## src/rtl/aha_clock_switch_ctrl.sv

```systemverilog
// Break-before-make sequencer for NUM_CLKS glitch-free clock switch slices.
// Drops the current slice select, waits for every slice ack to clear, then raises the target select.
module aha_clock_switch_ctrl #(
    parameter int NUM_CLKS    = 4,
    parameter int SEL_W       = 2,
    parameter int DEFAULT_SEL = 0,
    parameter int TIMEOUT     = 255
) (
    input  logic                clk_i,
    input  logic                reset_i,
    input  logic                req_valid_i,
    input  logic [SEL_W-1:0]    req_sel_i,
    output logic                req_ready_o,
    input  logic [NUM_CLKS-1:0] slice_ack_i,
    output logic [NUM_CLKS-1:0] select_req_o,
    output logic [SEL_W-1:0]    cur_sel_o,
    output logic                busy_o,
    output logic                done_o,
    output logic                err_o,
    input  logic                err_clr_i
);

    // state | meaning
    // INIT  | default slice selected out of reset, waiting for its ack
    // IDLE  | stable, accepting requests
    // DESEL | all selects low, waiting for every ack to clear
    // SEL   | target select high, waiting for its ack
    // FAIL  | one-cycle landing state after a wait timeout
    typedef enum logic [2:0] {S_INIT, S_IDLE, S_DESEL, S_SEL, S_FAIL} state_t;

    localparam logic [SEL_W-1:0]    DEF_IDX   = SEL_W'(DEFAULT_SEL);
    localparam logic [15:0]         WAIT_LAST = 16'(TIMEOUT - 1);
    localparam int                  IDX_SPAN  = 2 ** SEL_W;
    localparam logic [IDX_SPAN-1:0] IDX_OK    = IDX_SPAN'((64'd1 << NUM_CLKS) - 64'd1);

    function automatic logic [NUM_CLKS-1:0] onehot(input logic [SEL_W-1:0] idx);
        return NUM_CLKS'(1) << idx;
    endfunction

    state_t              state_q;
    logic [NUM_CLKS-1:0] sel_req_q;
    logic [SEL_W-1:0]    cur_sel_q;
    logic [SEL_W-1:0]    tgt_q;
    logic [15:0]         wait_q;
    logic [15:0]         wait_d;
    logic                done_q;
    logic                err_q;
    logic [NUM_CLKS-1:0] ack_m_q;
    logic [NUM_CLKS-1:0] ack_s_q;

    assign wait_d = wait_q + 16'd1;

    always_ff @(posedge clk_i) begin
        if (reset_i) begin
            state_q   <= S_INIT;
            sel_req_q <= onehot(DEF_IDX);
            cur_sel_q <= DEF_IDX;
            tgt_q     <= DEF_IDX;
            wait_q    <= '0;
            done_q    <= 1'b0;
            err_q     <= 1'b0;
            ack_m_q   <= '0;
            ack_s_q   <= '0;
        end else begin
            ack_m_q <= slice_ack_i;
            ack_s_q <= ack_m_q;
            done_q  <= 1'b0;
            // Later error sets in this block override the clear.
            if (err_clr_i) err_q <= 1'b0;
            unique case (state_q)
                S_INIT: begin
                    if (ack_s_q[DEF_IDX]) begin
                        state_q   <= S_IDLE;
                        cur_sel_q <= DEF_IDX;
                        done_q    <= 1'b1;
                    end else if (wait_q == WAIT_LAST) begin
                        state_q <= S_FAIL;
                        err_q   <= 1'b1;
                    end else begin
                        wait_q <= wait_d;
                    end
                end
                S_IDLE: begin
                    if (req_valid_i) begin
                        if (!IDX_OK[req_sel_i]) begin
                            err_q <= 1'b1;
                        end else if (req_sel_i == cur_sel_q) begin
                            done_q <= 1'b1;
                        end else begin
                            tgt_q     <= req_sel_i;
                            sel_req_q <= '0;
                            wait_q    <= '0;
                            state_q   <= S_DESEL;
                        end
                    end
                end
                S_DESEL: begin
                    if (ack_s_q == '0) begin
                        state_q   <= S_SEL;
                        sel_req_q <= onehot(tgt_q);
                        wait_q    <= '0;
                    end else if (wait_q == WAIT_LAST) begin
                        state_q <= S_FAIL;
                        err_q   <= 1'b1;
                    end else begin
                        wait_q <= wait_d;
                    end
                end
                S_SEL: begin
                    if (ack_s_q[tgt_q]) begin
                        state_q   <= S_IDLE;
                        cur_sel_q <= tgt_q;
                        done_q    <= 1'b1;
                    end else if (wait_q == WAIT_LAST) begin
                        state_q <= S_FAIL;
                        err_q   <= 1'b1;
                    end else begin
                        wait_q <= wait_d;
                    end
                end
                S_FAIL: begin
                    state_q <= S_IDLE;
                end
                default: begin
                    state_q <= S_INIT;
                end
            endcase
        end
    end

    assign req_ready_o  = (state_q == S_IDLE);
    assign busy_o       = (state_q != S_IDLE);
    assign select_req_o = sel_req_q;
    assign cur_sel_o    = cur_sel_q;
    assign done_o       = done_q;
    assign err_o        = err_q;

endmodule
```

## config.mk

```make
export PLATFORM = sky130hd
export DESIGN_NAME = aha_clock_switch_ctrl
export DESIGN_NICKNAME = d
export VERILOG_FILES = /design/src/rtl/aha_clock_switch_ctrl.sv
export SDC_FILE = /design/constraint.sdc
export NUM_CORES = 1
export LEC_CHECK = 0
export CELL_PAD_IN_SITES_DETAIL_PLACEMENT = 1
export CELL_PAD_IN_SITES_GLOBAL_PLACEMENT = 1
export CORE_ASPECT_RATIO = 2
export CORE_MARGIN = 3
export CORE_UTILIZATION = 42
export DETAILED_ROUTE_END_ITERATION = 12
export HOLD_SLACK_MARGIN = 0.03
export PLACE_DENSITY_LB_ADDON = 0.1
export SYNTH_ARGS = -nofsm -noshare
export SYNTH_HDL_FRONTEND = slang
export SYNTH_SLANG_ARGS = --single-unit
```

## constraint.sdc

```tcl
create_clock -name clk_i -period 3 [get_ports clk_i]
set_input_delay 0.3 -clock clk_i [delete_from_list [all_inputs] [get_ports clk_i]]
set_output_delay 0.3 -clock clk_i [all_outputs]
set_load 0.01 [all_outputs]
```

Word level (Yosys, flattened, before mapping)
Cells that the tools add are included.

$add $sub $neg: 1. Magnitude comparators: 2. Equality and inequality tests: 15. Shifts and indexed selects: 1. Muxes and demuxes: 42. Bitwise operators: 1. Reduce and logical (&&, ||, !) cells: 10.

Operator list (number): $mux W16 (7); $pmux W16 S4 (1); $mux W3 (7); $add A16 B1 Y16 const B (1); $eq A16 B8 Y1 const B (1); $mux W4 (4); $pmux W3 S5 (1); $mux W1 (14); $ne A2 B2 Y1 const B (7); $pmux W4 S2 (1); $eq A3 B2 Y1 const B (2); $lt A2 B3 Y1 const B (2); $reduce_and A3 Y1 (2); $reduce_and A6 Y1 (1); $reduce_and A5 Y1 (1); $bmux W1 S2 (2); $logic_not A4 Y1 (1); $mux W2 (2); $pmux W1 S4 (1); $pmux W2 S2 (1); $reduce_and A4 Y1 (1); $reduce_bool A2 Y1 (2); $reduce_bool A4 Y1 (1); $shl A1 B2 Y4 const A (1); other kinds (8) (8).

Bits in registers: 37. Bits of input ports: 10. Output and inout bits: 10. Word-level logic and storage cells: 81.

Longest topological paths before layout
Gate-level depths: netlist of run 1.

Depth after elaboration: 5. Gate-level depth with buffers: 8.

Worst setup path after synthesis of run 1
Ideal clock, no wire load.

Path type: reg-to-reg. Start: register tgt_q[1]. End: register wait_q[13]. Setup time: 0.119 ns. Arrival time: 2.296 ns. Path slack: 0.586 ns. Stages on the path, launching flop included: 8. Path buffers: 2. Period minus slack after synthesis: 2.414 ns. Cell sequence: dfxtp_1 -> buf_6 -> mux4_2 -> or2_1 -> buf_6 -> a311o_1 -> or4_1 -> mux2i_1.

Cells in the longest elaborated chain, start to end: 4.

RTL lines: from (decl) (line 43) `logic [SEL_W-1:0] tgt_q;`; from (signal assigned) (line 90) `tgt_q <= req_sel_i;`; $bmux W1 S2 (line 110) `if (ack_s_q[tgt_q]) begin`; $mux W1 (not written as such) (line 110); $ne A2 B2 Y1 (no line); $reduce_and A6 Y1 (no line); to (signal assigned) (line 80) `wait_q <= wait_d;`; to (signal assigned) (line 106) `wait_q <= wait_d;`; to (signal assigned) (line 118) `wait_q <= wait_d;`; to (decl) (line 44) `logic [15:0] wait_q;`.

Every way passes these cells. The select of a mux whose other input is x is not followed. A chain may end at the register's enable or synchronous reset.

Final worst setup path of run 1
Ends and elaborated chain as after synthesis.

==> impl_metrics.env, run 1 <==
export IMPL_syn_nets=222
export IMPL_antenna_cells=0
export IMPL_grt_pass1_wl_um=9204
export IMPL_startpoint_type="flip-flop"
export IMPL_crit_path_end_kind="flip-flop"
export IMPL_drtIter0Drc=28
export IMPL_grt_max_degree=22
export IMPL_synthTopCellsByCount="37 x dfxtp_1, 18 x nand2_1, 13 x a21oi_1, 13 x nor2_1, 11 x or4_1"
export IMPL_timing_final_hold_violations=0
export IMPL_wl_per_cell_um=19.38
export IMPL_syn_area_per_cell_um2=8.979
export IMPL_cts_clk_slew_worst_paths_ns=0.07
export IMPL_power_w=0.001092
export IMPL_synth_area_top_cells="dfxtp_1 39%, or4_1 4.4%, mux2i_1 3.7%"
export IMPL_final_max_slew_viol_count=0
export IMPL_setup_viol=0
export IMPL_vias=1748
export IMPL_crit_arrival_ns=2.77
export IMPL_synth_edf_count=0
export IMPL_viasPerCell=6.133
export IMPL_setup_tns_ns=0
export IMPL_ctsHoldBuffers=0
export IMPL_cts_setup_buffers=0
export IMPL_fin_cells=285
export IMPL_antenna_left=0
export IMPL_cap_violations=0
export IMPL_grt_pass1_vias=1858
export IMPL_coreArea_um2=4212
export IMPL_synth_seq_cells=37
export IMPL_routed_wl_um=5524
export IMPL_grt_overflow_total=0
export IMPL_irDropWorstVdd_mv=0.3286
export IMPL_max_freq_mhz=385.5
export IMPL_dp_hpwl_um=4313
export IMPL_final_layout_size_suffix_gt1_share_pct=9.442
export IMPL_grt_antenna_before_repair=0
export IMPL_rsz0062_at_grt="no"
export IMPL_first_pass_iters=4
export IMPL_fin_crit_ns=2.594
export IMPL_syn_inst=210
export IMPL_clkSinkCount=37
export IMPL_pwr_density_cell_nw_per_um2=495.4
export IMPL_hp_class="flip-flop to flip-flop"
export IMPL_yosys_warnings=0
export IMPL_initial_utilization_pct=44.77
export IMPL_synthDominantCellAreaShare_pct=39.28
export IMPL_status="finished, final reports clean"
export IMPL_std_cell_rows=33
export IMPL_fin_worst_skew_ns=0.006911
export IMPL_synthArstFlopShare_pct=0
export IMPL_seq_area_frac_synth_pct=39.28
export IMPL_synth_ff_type="dfxtp_1"
export IMPL_post_cts_resized=0
export IMPL_h_tree_depth=2
export IMPL_place_congestion=0.8813
export IMPL_clkLatencyLatePin_ns=0.29
export IMPL_cts_buffers=5
export IMPL_ys_types=53
export IMPL_fin_nets=244
export IMPL_synthToLayoutAreaGrowth_pct=16.85
export IMPL_die_area_um2=5378
export IMPL_tightest_slew_ns=0.7434
export IMPL_min_period_over_period_pct=86.47
export IMPL_p_leak_nw=0.7842
export IMPL_drc_errors=0
export IMPL_synth_area_leader_cell="dfxtp_1"
export IMPL_grt_use_total_pct=23.47
export IMPL_yosysMostFrequentCell="dfxtp_1"
export IMPL_root_buffer="clkbuf_8"
export IMPL_critPathMaxFanout=15
export IMPL_worstPathRequired_ns=3.18
export IMPL_chipWidth_um=53.38
export IMPL_ctsLongestPathBuffers=2
export IMPL_cts_tree="yes"
export IMPL_io_pins=20
export IMPL_relSlewSlack_pct=49.98
export IMPL_syn_area_um2=1886
export IMPL_dp_cells=277
export IMPL_place_port_buffers=19
export IMPL_die_y_um=100.8
export IMPL_setup_worst_path_class="flip-flop to flip-flop"
worst max-delay path, cell delays in order (launching register included):
cell	delay [ns]
dfxtp_1	0.35
mux4_2	0.51
or2_1	0.30
a311o_1	0.56
or4_1	0.61
mux2i_1	0.14
flip-flops by register name, indices dropped and copies added, names as in the netlist:
register,count
cur_sel_o,2
state_q,3
err_o,1
done_o,1
ack_s_q,4
select_req_o,4
wait_q,16
tgt_q,2
ack_m_q,4
final timing paths:
kind,startpoint,endpoint,slack [ns],cells after the start
setup / recovery,tgt_q[1],wait_q[13],0.41,5
hold / removal,ack_m_q[0],ack_s_q[0],0.45,1
setup reg to reg,tgt_q[1],wait_q[13],0.41,5
hold reg to reg,ack_m_q[0],ack_s_q[0],0.45,1
per-stage QoR:
step / instance area, µm² / hold slack (ns) / utilization (%) / worst slack (ns)
final: 2203 / 0.4506 / 52.32 / 0.4058
after global routing: 2203 / 0.4627 / 52.32 / 0.2674
after CTS: 2203 / 0.4561 / 52.32 / 0.4188
after detailed placement: 2117 / 0.4320 / 50.27 / 0.3137
after global placement: 2117 / 0.4191 / 50.27 / 0.4121
after floorplan: 1886 / 0.4138 / - / 0.5857
per-layer routing:
layer	global-route usage (%)	routed length, µm
met5	0	0
met2	43.61	3222
met3	2.667	110
met4	14.17	277
met1	23.07	1913
layout by cell type (no fill, tap or decap), types with 3 or more instances in the layout:
cell type,n
o21ai_0,3
a21oi_1,13
clkdlybuf4s50_1,19
nand4_1,5
nand2b_1,5
nor2b_1,8
or3_1,6
nor4_1,3
nand3_1,10
clkbuf_8,5
xnor2_1,3
buf_4,7
inv_1,4
mux2i_1,7
o211ai_1,3
dfxtp_1,37
nor3_1,5
nand2_1,18
nor2_1,13
or4_1,11
o31ai_1,6
cell families after synthesis:
kind of cell	share of synthesized area (%)
buffers and inverters	6.635
muxes	5.508
AOI/OAI and AO/OA	15.26
DFF	39.28
and+or+nand+nor	29.66
adders and majority gates	1.327
xor gates and xnor gates	2.323
layout make-up:
type	instances	area, µm²
Fill cell	518	2008
Multi-Input combinational cell	156	1020
Sequential cell	37	740.7
Timing Repair Buffer	26	242.7
Clock buffer	5	68.82
Tap cell	52	65.06
Inverter	6	48.80
Clock inverter	3	17.52
where the power goes:
| part | switching, W | leakage [nW] | total (W) | internal [W] |
|---|---|---|---|---|
| sequential | 0.0000246 | 0.301 | 0.000538 | 0.000513 |
| combinational | 0.000115 | 0.440 | 0.000210 | 0.0000953 |
| clock | 0.000183 | 0.0439 | 0.000343 | 0.000160 |
Power figures use the tool's default switching activity.
==> run 2, diff against run 1 <==
Settings changed: CORE_UTILIZATION 42 to 30, SKIP_CTS_REPAIR_TIMING set to 1.
==> run 2 against run 1 <==
Final area increased by 6.0%. Worst setup slack improved by 0.042 ns. Wire length increased by 0.65%. Global-route usage decreased by 6.0 points.
==> impl_metrics.env, run 2 (synthesis gave the netlist of run 1 again) <==
export IMPL_io_pins=20
export IMPL_reg2reg_depth=5
export IMPL_rsz0062_at_grt="no"
export IMPL_startpoint_type="flip-flop"
export IMPL_die_y_um=118.1
export IMPL_regArea_um2=740.7
export IMPL_dp_hpwl_um=4370
export IMPL_chipWidth_um=62.06
export IMPL_fin_nets=242
export IMPL_status="finished, final reports clean"
export IMPL_reg2reg_slack_ns=0.45
export IMPL_die_area_um2=7330
export IMPL_fin_worst_skew_ns=0.005787
export IMPL_ctsLongestPathBuffers=2
export IMPL_viasPerCell=5.378
export IMPL_cts_clk_slew_worst_paths_ns=0.06
export IMPL_drc_errors=0
export IMPL_setup_viol=0
export IMPL_place_congestion=0.7871
export IMPL_h_tree_depth=2
export IMPL_antenna_left=0
export IMPL_setup_worst_path_class="flip-flop to flip-flop"
export IMPL_cts_buffers=5
export IMPL_grt_use_total_pct=17.49
export IMPL_fillers=722
export IMPL_fin_crit_ns=2.552
export IMPL_max_freq_mhz=391.9
export IMPL_worstPathRequired_ns=3.17
export IMPL_hp_class="flip-flop to flip-flop"
export IMPL_clkLatencyLatePin_ns=0.29
export IMPL_pwr_density_cell_nw_per_um2=615.1
export IMPL_grt_pass1_wl_um=9411
export IMPL_critPathMaxFanout=15
export IMPL_clkSinkCount=37
export IMPL_grt_antenna_before_repair=0
export IMPL_cts_tree="yes"
export IMPL_layout_common_cells="37 x dfxtp_1, 19 x clkdlybuf4s50_1, 18 x nand2_1"
export IMPL_first_pass_iters=4
export IMPL_place_port_buffers=19
export IMPL_drtIter0Drc=76
export IMPL_multi_input_area_um2=1020
export IMPL_crit_arrival_ns=2.73
export IMPL_routed_wl_um=5560
export IMPL_grt_overflow_total=0
export IMPL_relSlewSlack_pct=52.42
export IMPL_r2r_start="tgt_q[0]"
export IMPL_final_util_pct=38.57
export IMPL_final_layout_size_suffix_gt1_share_pct=8.658
export IMPL_timing_final_hold_violations=0
export IMPL_coreArea_um2=6056
export IMPL_layout_commonest_cell="dfxtp_1"
export IMPL_std_cell_rows=40
export IMPL_wl_per_cell_um=17.65
export IMPL_root_buffer="clkbuf_16"
export IMPL_min_period_over_period_pct=85.06
export IMPL_synthToLayoutAreaGrowth_pct=23.89
export IMPL_irDropWorstVdd_mv=0.4182
export IMPL_p_leak_nw=0.8251
export IMPL_setup_tns_ns=0
export IMPL_antenna_cells=0
export IMPL_crit_path_end_kind="flip-flop"
export IMPL_startpoint="tgt_q[0]"
export IMPL_cp_endpoint="wait_q[13]"
export IMPL_r2r_end="wait_q[13]"
export IMPL_grt_max_degree=22
export IMPL_largest_reg_flops=16
export IMPL_grt_pass1_vias=1892
export IMPL_final_max_slew_viol_count=0
export IMPL_cap_violations=0
export IMPL_regMostFlops="wait_q"
export IMPL_tightest_slew_ns=0.7122
export IMPL_initial_utilization_pct=31.14
export IMPL_vias=1694
==> run 2: metrics by stage <==
step / setup slack, ns / cells / area (µm²) / hold WS (ns) / total power, W
finish: 0.4481 / 315 / 2336 / 0.4416 / 0.001437
global route: 0.2955 / 315 / 2336 / 0.4646 / 0.001495
CTS: 0.4291 / 315 / 2336 / 0.4517 / 0.001454
detailed placement: 0.3641 / 307 / 2142 / 0.4374 / 0.0007533
global placement: 0.4079 / 307 / 2142 / 0.4288 / 0.0007456
floorplan: 0.5857 / 210 / 1886 / 0.4138 / 0.0006870
==> run 2: power breakdown <==
group | total (W) | switching [W] | internal [W]
registers | 0.000540 | 0.0000255 | 0.000514
logic | 0.000201 | 0.000109 | 0.0000921
clock network | 0.000696 | 0.000217 | 0.000479
total | 0.00144 | 0.000352 | 0.00109
==> run 2: cell type report <==
type,instances,share of cell area [%]
well taps,84,4.499
repair buffers,24,9.748
clock inverters,3,2.946
flip-flops and latches,37,31.71
inverters,6,2.089
clock buffers,5,5.356
multi-input cells,156,43.65
==> run 2: worst min-delay path by stage <==
stage | startpoint | end | slack [ns] | cells after the start
after floorplan | ack_m_q[0] | ack_s_q[0] | 0.41 | 1
after global placement | ack_m_q[1] | ack_s_q[1] | 0.43 | 1
after detailed placement | ack_m_q[3] | ack_s_q[3] | 0.44 | 1
after CTS | ack_m_q[3] | ack_s_q[3] | 0.45 | 1
after global routing | ack_m_q[3] | ack_s_q[3] | 0.46 | 1
final | ack_m_q[3] | ack_s_q[3] | 0.44 | 1
==> run 2: critical path, cell delays in order, from the launching register on <==
cell     delay [ns]
dfxtp_1        0.51
mux4_2         0.38
or2_1          0.29
a311o_1        0.55
or4_1          0.58
mux2i_1        0.13
==> run 2: routing by layer <==
metal  track usage [%]  up-vias  wire length [µm]
li1                  -      821                 -
met1             16.02      824              1879
met2             32.40       34              3296
met3             3.842       15               154
met4             9.163        0               229
met5                 0        -                 0
==> run 3, diff against run 2 <==
Settings changed: CORE_UTILIZATION 30 to 42.
==> results of run 3 <==
No change in the layout: final DEF, timing and power equal those of run 1.
